[src/rtl/router_pkt_reader.sv]
// router_pkt_reader
//   Drains one router output FIFO and rebuilds packets of the form
//   {header = {len[5:0], addr[1:0]}, len payload bytes, parity byte}.
//   FIFO reads are issued combinationally and pipelined one per cycle.
//   Each returning byte is registered onto pkt_data/pkt_valid, framed with
//   sop/eop, and folded into a running XOR for the parity check.
//
// Ports
//   clk         in   system clock, all logic on posedge
//   reset       in   synchronous active-high reset
//   soft_reset  in   per-port soft reset, FIFO flushed in the same cycle
//   vld_out     in   FIFO not empty
//   data_in     in   FIFO data, valid the cycle after read_enb
//   sink_ready  in   downstream can take bytes (gates new reads only)
//   read_enb    out  FIFO read strobe
//   pkt_data    out  captured byte
//   pkt_valid   out  pkt_data valid, one cycle per byte
//   pkt_sop     out  header byte marker
//   pkt_eop     out  parity byte marker
//   hdr_addr    out  header[1:0], held until the next header
//   pkt_len     out  header[7:2], held until the next header
//   pkt_done    out  one-cycle pulse after the eop byte
//   parity_err  out  valid with pkt_done, XOR of all bytes non-zero
//   pkt_abort   out  one-cycle pulse, soft_reset hit a packet in progress
//   busy        out  state != IDLE
//
// state    | meaning
// IDLE     | one-cycle gap after reset / DONE / soft_reset
// HDR_REQ  | waiting to issue the header read
// HDR_WAIT | header byte returning on data_in
// BODY     | issuing payload+parity reads, capturing returning bytes
// DONE     | report pkt_done and parity result
module router_pkt_reader (
  input  logic       clk,
  input  logic       reset,
  input  logic       soft_reset,
  input  logic       vld_out,
  input  logic [7:0] data_in,
  input  logic       sink_ready,
  output logic       read_enb,
  output logic [7:0] pkt_data,
  output logic       pkt_valid,
  output logic       pkt_sop,
  output logic       pkt_eop,
  output logic [1:0] hdr_addr,
  output logic [5:0] pkt_len,
  output logic       pkt_done,
  output logic       parity_err,
  output logic       pkt_abort,
  output logic       busy
);

  typedef enum logic [2:0] {IDLE, HDR_REQ, HDR_WAIT, BODY, DONE} state_t;

  state_t     state;
  logic [6:0] req_cnt;     // body reads issued
  logic [6:0] rcv_cnt;     // body bytes captured
  logic [6:0] total_len;   // len + 1 (payload plus parity byte)
  logic [7:0] parity_acc;
  logic       rd_inflight; // read_enb was high last cycle, byte on data_in now

  // Reads are suppressed during reset/soft_reset so nothing is pulled from a
  // FIFO that is being flushed.
  always_comb begin
    read_enb = 1'b0;
    if (!reset && !soft_reset && vld_out && sink_ready) begin
      if (state == HDR_REQ)
        read_enb = 1'b1;
      else if (state == BODY && req_cnt < total_len)
        read_enb = 1'b1;
    end
  end

  assign busy = (state != IDLE);

  always_ff @(posedge clk) begin
    if (reset) begin
      state       <= IDLE;
      req_cnt     <= '0;
      rcv_cnt     <= '0;
      total_len   <= '0;
      parity_acc  <= '0;
      rd_inflight <= 1'b0;
      pkt_data    <= '0;
      pkt_valid   <= 1'b0;
      pkt_sop     <= 1'b0;
      pkt_eop     <= 1'b0;
      hdr_addr    <= '0;
      pkt_len     <= '0;
      pkt_done    <= 1'b0;
      parity_err  <= 1'b0;
      pkt_abort   <= 1'b0;
    end else begin
      pkt_valid   <= 1'b0;
      pkt_sop     <= 1'b0;
      pkt_eop     <= 1'b0;
      pkt_done    <= 1'b0;
      parity_err  <= 1'b0;
      pkt_abort   <= 1'b0;
      rd_inflight <= read_enb;

      if (soft_reset) begin
        // Any byte on data_in this cycle belongs to the flushed FIFO: drop it.
        pkt_abort   <= (state == HDR_WAIT) || (state == BODY) ||
                       (state == DONE) || rd_inflight;
        state       <= IDLE;
        req_cnt     <= '0;
        rcv_cnt     <= '0;
        total_len   <= '0;
        parity_acc  <= '0;
        rd_inflight <= 1'b0;
      end else begin
        case (state)
          IDLE: state <= HDR_REQ;

          HDR_REQ: if (read_enb) state <= HDR_WAIT;

          HDR_WAIT: begin
            hdr_addr   <= data_in[1:0];
            pkt_len    <= data_in[7:2];
            total_len  <= {1'b0, data_in[7:2]} + 7'd1;
            req_cnt    <= '0;
            rcv_cnt    <= '0;
            parity_acc <= data_in;
            pkt_data   <= data_in;
            pkt_valid  <= 1'b1;
            pkt_sop    <= 1'b1;
            state      <= BODY;
          end

          BODY: begin
            if (read_enb)
              req_cnt <= req_cnt + 7'd1;
            if (rd_inflight) begin
              pkt_data   <= data_in;
              pkt_valid  <= 1'b1;
              parity_acc <= parity_acc ^ data_in;
              rcv_cnt    <= rcv_cnt + 7'd1;
              if (rcv_cnt == total_len - 7'd1) begin
                pkt_eop <= 1'b1;
                state   <= DONE;
              end
            end
          end

          DONE: begin
            pkt_done   <= 1'b1;
            parity_err <= (parity_acc != 8'd0);
            parity_acc <= '0;
            state      <= IDLE;
          end

          default: state <= IDLE;
        endcase
      end
    end
  end

endmodule

[config.mk]
export PLATFORM = sky130hd
export DESIGN_NAME = router_pkt_reader
export DESIGN_NICKNAME = d
export VERILOG_FILES = /design/src/rtl/router_pkt_reader.sv
export SDC_FILE = /design/constraint.sdc
export NUM_CORES = 1
export LEC_CHECK = 0
export ABC_AREA = 1
export ABC_CLOCK_PERIOD_IN_PS = 1600
export CAP_MARGIN = 40
export CORE_ASPECT_RATIO = 0.75
export CORE_MARGIN = 1.5
export CORE_UTILIZATION = 44
export CTS_BUF_LIST = sky130_fd_sc_hd__clkbuf_8 sky130_fd_sc_hd__clkbuf_16
export DETAILED_ROUTE_END_ITERATION = 8
export GPL_TIMING_DRIVEN = 0
export HOLD_SLACK_MARGIN = 0.03
export PLACE_DENSITY = 0.8
export SLEW_MARGIN = 20
export SYNTH_ARGS = -nofsm -noshare
export SYNTH_HDL_FRONTEND = slang
export SYNTH_SLANG_ARGS = --single-unit
[constraint.sdc]
create_clock -name clk -period 1.6 [get_ports clk]
set_input_delay 0.32 -clock clk [delete_from_list [all_inputs] [get_ports clk]]
set_output_delay 0.32 -clock clk [all_outputs]
set_load 0.02 [all_outputs]
==> flow_results.org, run 1 <==
** Route
- Average wire per standard cell :: 15.1 um
- The routed layout has 2843 vias.
- The pre-antenna-repair detailed-routing pass consisted of 5 iterations.
- After the first detailed-routing iteration, the DRC count stood at 246.
- In this run the remaining antenna-violating nets after routing total 0.
- Summed over all layers, the routed wires come to 7850 um.
- Via-to-Cell Ratio :: 5.48
- Remaining DRCs :: 0

** Placement
- Instance count after placement with tap cells included :: 493
- Before CTS, the worst setup slack after placement is -0.816 ns.
- Input and output buffers added on the ports amount to 36.
- HPWL reported at the end of detailed placement :: 5230 um
- Final estimated routing congestion in global placement :: 0.868

** Critical path
- Reg-to-Reg End :: req_cnt[2]
- In this run the worst path has a maximum fanout of 3.
- The worst register-to-register path has a depth of 12.
- Startpoint of the worst setup timing path :: total_len[6]
- Critical setup path kind :: reg2out
- Launching element type of the critical path :: flop
- Data on the critical path arrives at its endpoint at 1.68 ns.
- Worst setup slack for register-to-register paths :: -0.22 ns
- The worst setup path is captured at an output pin.
- Source of the worst register-to-register timing path :: total_len[6]
- At the worst endpoint, the required time is 1.28 ns.

** Clock tree
- Count of hold buffers inserted by post-cts repair :: 0
- Number of levels in the clock H-tree :: 2
- Clk slew on worst S/H paths :: 0.10 ns
- Root buffer cell :: clkbuf_8
- The longest clock path from root to sink contains 2 buffers.
- Clk sink count :: 55
- The clock reaches the later pin of the worst-skew pair after 0.32 ns.
- Buffers inserted during clock tree synthesis total 5.
- CTS tree :: yes

** Floorplanning
- Overall die width :: 94.8 um
- The floorplan step defined a die boundary enclosing 6810 sq um.
- Height of the die :: 71.9 um
- # IOs :: 37
- The initial utilization of the core area, before any placement, comes to 46.8%.
- Row generation in the floorplan step produced 24 rows.
- Core Box Area :: 5950 sq um

** Layout
- Fraction of layout instances using a drive strength above 1 :: 25.9%
- Area grow syn2layout :: 37.3%
- Post-layout instance count excluding filler cells :: 519
- After the last flow step, the layout net total stands at 463.
- Number of antenna diodes :: 0

** Global route
- Largest net degree at the start of global routing :: 17
- Global-route wire length before repair :: 12100 um
- The initial antenna violation count is 0.
- Global router's overall resource usage :: 22.9%
- Overflow left after global routing :: 0
- Vias in the first global route :: 2667

** Yosys
- The synthesized design devotes to its leading area cell type 39.6% of total area.
- Cell variety after synth :: 31
- For this run, the leading register cell type out of synthesis is dfxtp_1.
- Post-synthesis average cell area :: 7.34 sq um
- Dominant cell type by area after synthesis :: dfxtp_1
- After synthesis the cells add up to 2780 sq um.
- After synthesis, flip-flops and latches occupy 39.6% of the total area.
- Counting instances in the post-synthesis netlist gives the leading cell types as 70 x nand2_1, 55 x dfxtp_1, 49 x a21oi_1.
- After synthesis, the cell types taking the most area are dfxtp_1 40%, nand2_1 9.4%, a21oi_1 8.8%.
- Count of yosys warnings during synthesis :: 0
- The number of nets handed over by synthesis was 402.
- Counting every instance in the synthesized netlist gives 379.
- In this run, synthesis produced a sequential element count of 55.
- After synthesis, the share of flip-flops with an asynchronous set or reset is 0%.
- Library cell with the highest instance count after synthesis :: nand2_1
- Number of enable flip-flop cells after synthesis :: 0

** Timing
- The final critical path takes up 125% of the cycle.
- The number of max-slew violations in the final report came to 0.
- Setup slack on the critical path of the routed design comes to -0.402 ns.
- Measured against its own limit, the worst slew margin works out to 75.7%.
- Static timing analysis puts the maximum clock frequency at 500 MHz.
- Actual transition at the worst max-transition pin :: 0.361 ns
- Unrepaired setup endpoints after global routing :: yes
- Summed over all failing endpoints, the final setup total negative slack is -1.87 ns.
- After layout, the minimum clock period comes to 2.00 ns.
- Final Skew :: 0.00517 ns
- The final hold violation count was 0.
- Setup-violating endpoint count in the final report :: 12

** Power
- Leak pwr :: 1.85 nW
- Power spread over the standard cell area amounts to 705 nW/um^2.
- Worst IR Drop VDD :: 0.000416 V

** Job
- Max-capacitance violation count :: 0

** Outcome
- The flow ran to the end, but the final reports show violations.
- The final reports fail on setup timing.

** Min path
- The worst hold path passes through 3 cells.
- Worst min-delay path class :: in2reg
- Worst hold path endpoint :: pkt_len[0]
- Hold Path Origin :: data_in[2]
[state kept, by name, summed over array words and instances, names as in the netlist]
signal and cells:
req_cnt 7, pkt_done 1, pkt_data 8, rd_inflight 1, pkt_abort 1, pkt_valid 1
state 3, pkt_sop 1, total_len 7, parity_err 1, hdr_addr 2, rcv_cnt 7
pkt_len 6, parity_acc 8, pkt_eop 1
[power breakdown]
part | switching (mW) | internal, mW | total (mW)
Combinational | 0.198 | 0.120 | 0.318
Sequential | 0.0139 | 1.38 | 1.40
Clock | 0.472 | 0.507 | 0.979
Total | 0.684 | 2.01 | 2.69
[cell usage in the layout, fill, tap and decap left out, types with 6 or more instances in the layout]
master           synthesis  routed
nand2_1                 70      57
dfxtp_1                 55      43
a21oi_1                 49      41
inv_1                   43      35
nor2_1                  37      33
nand3_1                 35      33
o21ai_0                 22      22
dlymetal6s2s_1           0      19
buf_4                    0      18
clkdlybuf4s50_1          0      15
nand2_2                  2      13
inv_2                    6      11
xor2_1                   7       7
dfxtp_2                  0       7
a21oi_2                  0       6
clkbuf_8                 0       6
[routing by layer]
| layer | global-route usage (%) | up-vias | part of all wire, % |
|---|---|---|---|
| li1 | - | 1364 | - |
| met1 | 31.5 | 1348 | 44 |
| met2 | 35.2 | 118 | 47 |
| met3 | 6.05 | 13 | 8.2 |
| met4 | 7.13 | 0 | 1.2 |
| met5 | 0 | - | 0 |
[final cells by class]
type	instances	area (sq um)
fillers	485	2130
plain buffers	7	55.1
repair buffers	55	558
well taps	78	97.6
inverters	49	191
flip-flops and latches	55	1130
clock inverters	2	35.0
clock buffers	6	82.6
multi-input cells	267	1670
[per-stage QoR]
stage,util [%],power [mW],cell area [sq um],hold WS [ns]
after floorplan,-,1.60,2800,0.389
after global placement,54.7,1.71,3250,0.453
after detailed placement,54.7,1.72,3250,0.461
after CTS,59.8,2.66,3560,0.475
after global routing,64.2,2.78,3820,0.400
final,64.2,2.69,3820,0.401
[cell families after synthesis]
group / Yosys count / share of synthesized area [%]
AND/OR/NAND/NOR: 169 / 29.6
AO/OA/AOI/OAI: 79 / 15.1
buffers and inverters: 57 / 8.46
flip-flops: 55 / 39.6
adder cells (fa/ha/maj): 10 / 4.50
XOR/XNOR: 9 / 2.83
[critical path, cell delays in order (launching register included)]
cell and delay, ns:
dfxtp_4 0.38, inv_4 0.04, ha_4 0.24, nand2_2 0.06, nand2_2 0.07, a21oi_4 0.14, nand3_4 0.12, a21oi_4 0.17
buf_6 0.13
[timing repair]
item	in CTS	in global routing
resized for setup	44	59
pin swaps	14	14
buffers inserted	10	9
setup endpoints to repair	13	43
[how the worst max path moves through the flow]
| stage | endpoint | slack (ns) | depth (start not counted) |
|---|---|---|---|
| 2_1_floorplan | read_enb | 0.004 | 7 |
| 3_3_place_gp | read_enb | -0.81 | 5 |
| 3_5_place_dp | read_enb | -0.82 | 5 |
| 4_1_cts | read_enb | -0.35 | 8 |
| 5_1_grt | read_enb | -0.47 | 8 |
| 6_report | read_enb | -0.40 | 8 |
Power figures use the tool's default switching activity.
==> inputs of run 2 (changes only) <==
- CAP_MARGIN: 40 -> not set
==> results of run 2 <==
No change in the layout: final DEF, timing and power equal those of run 1.
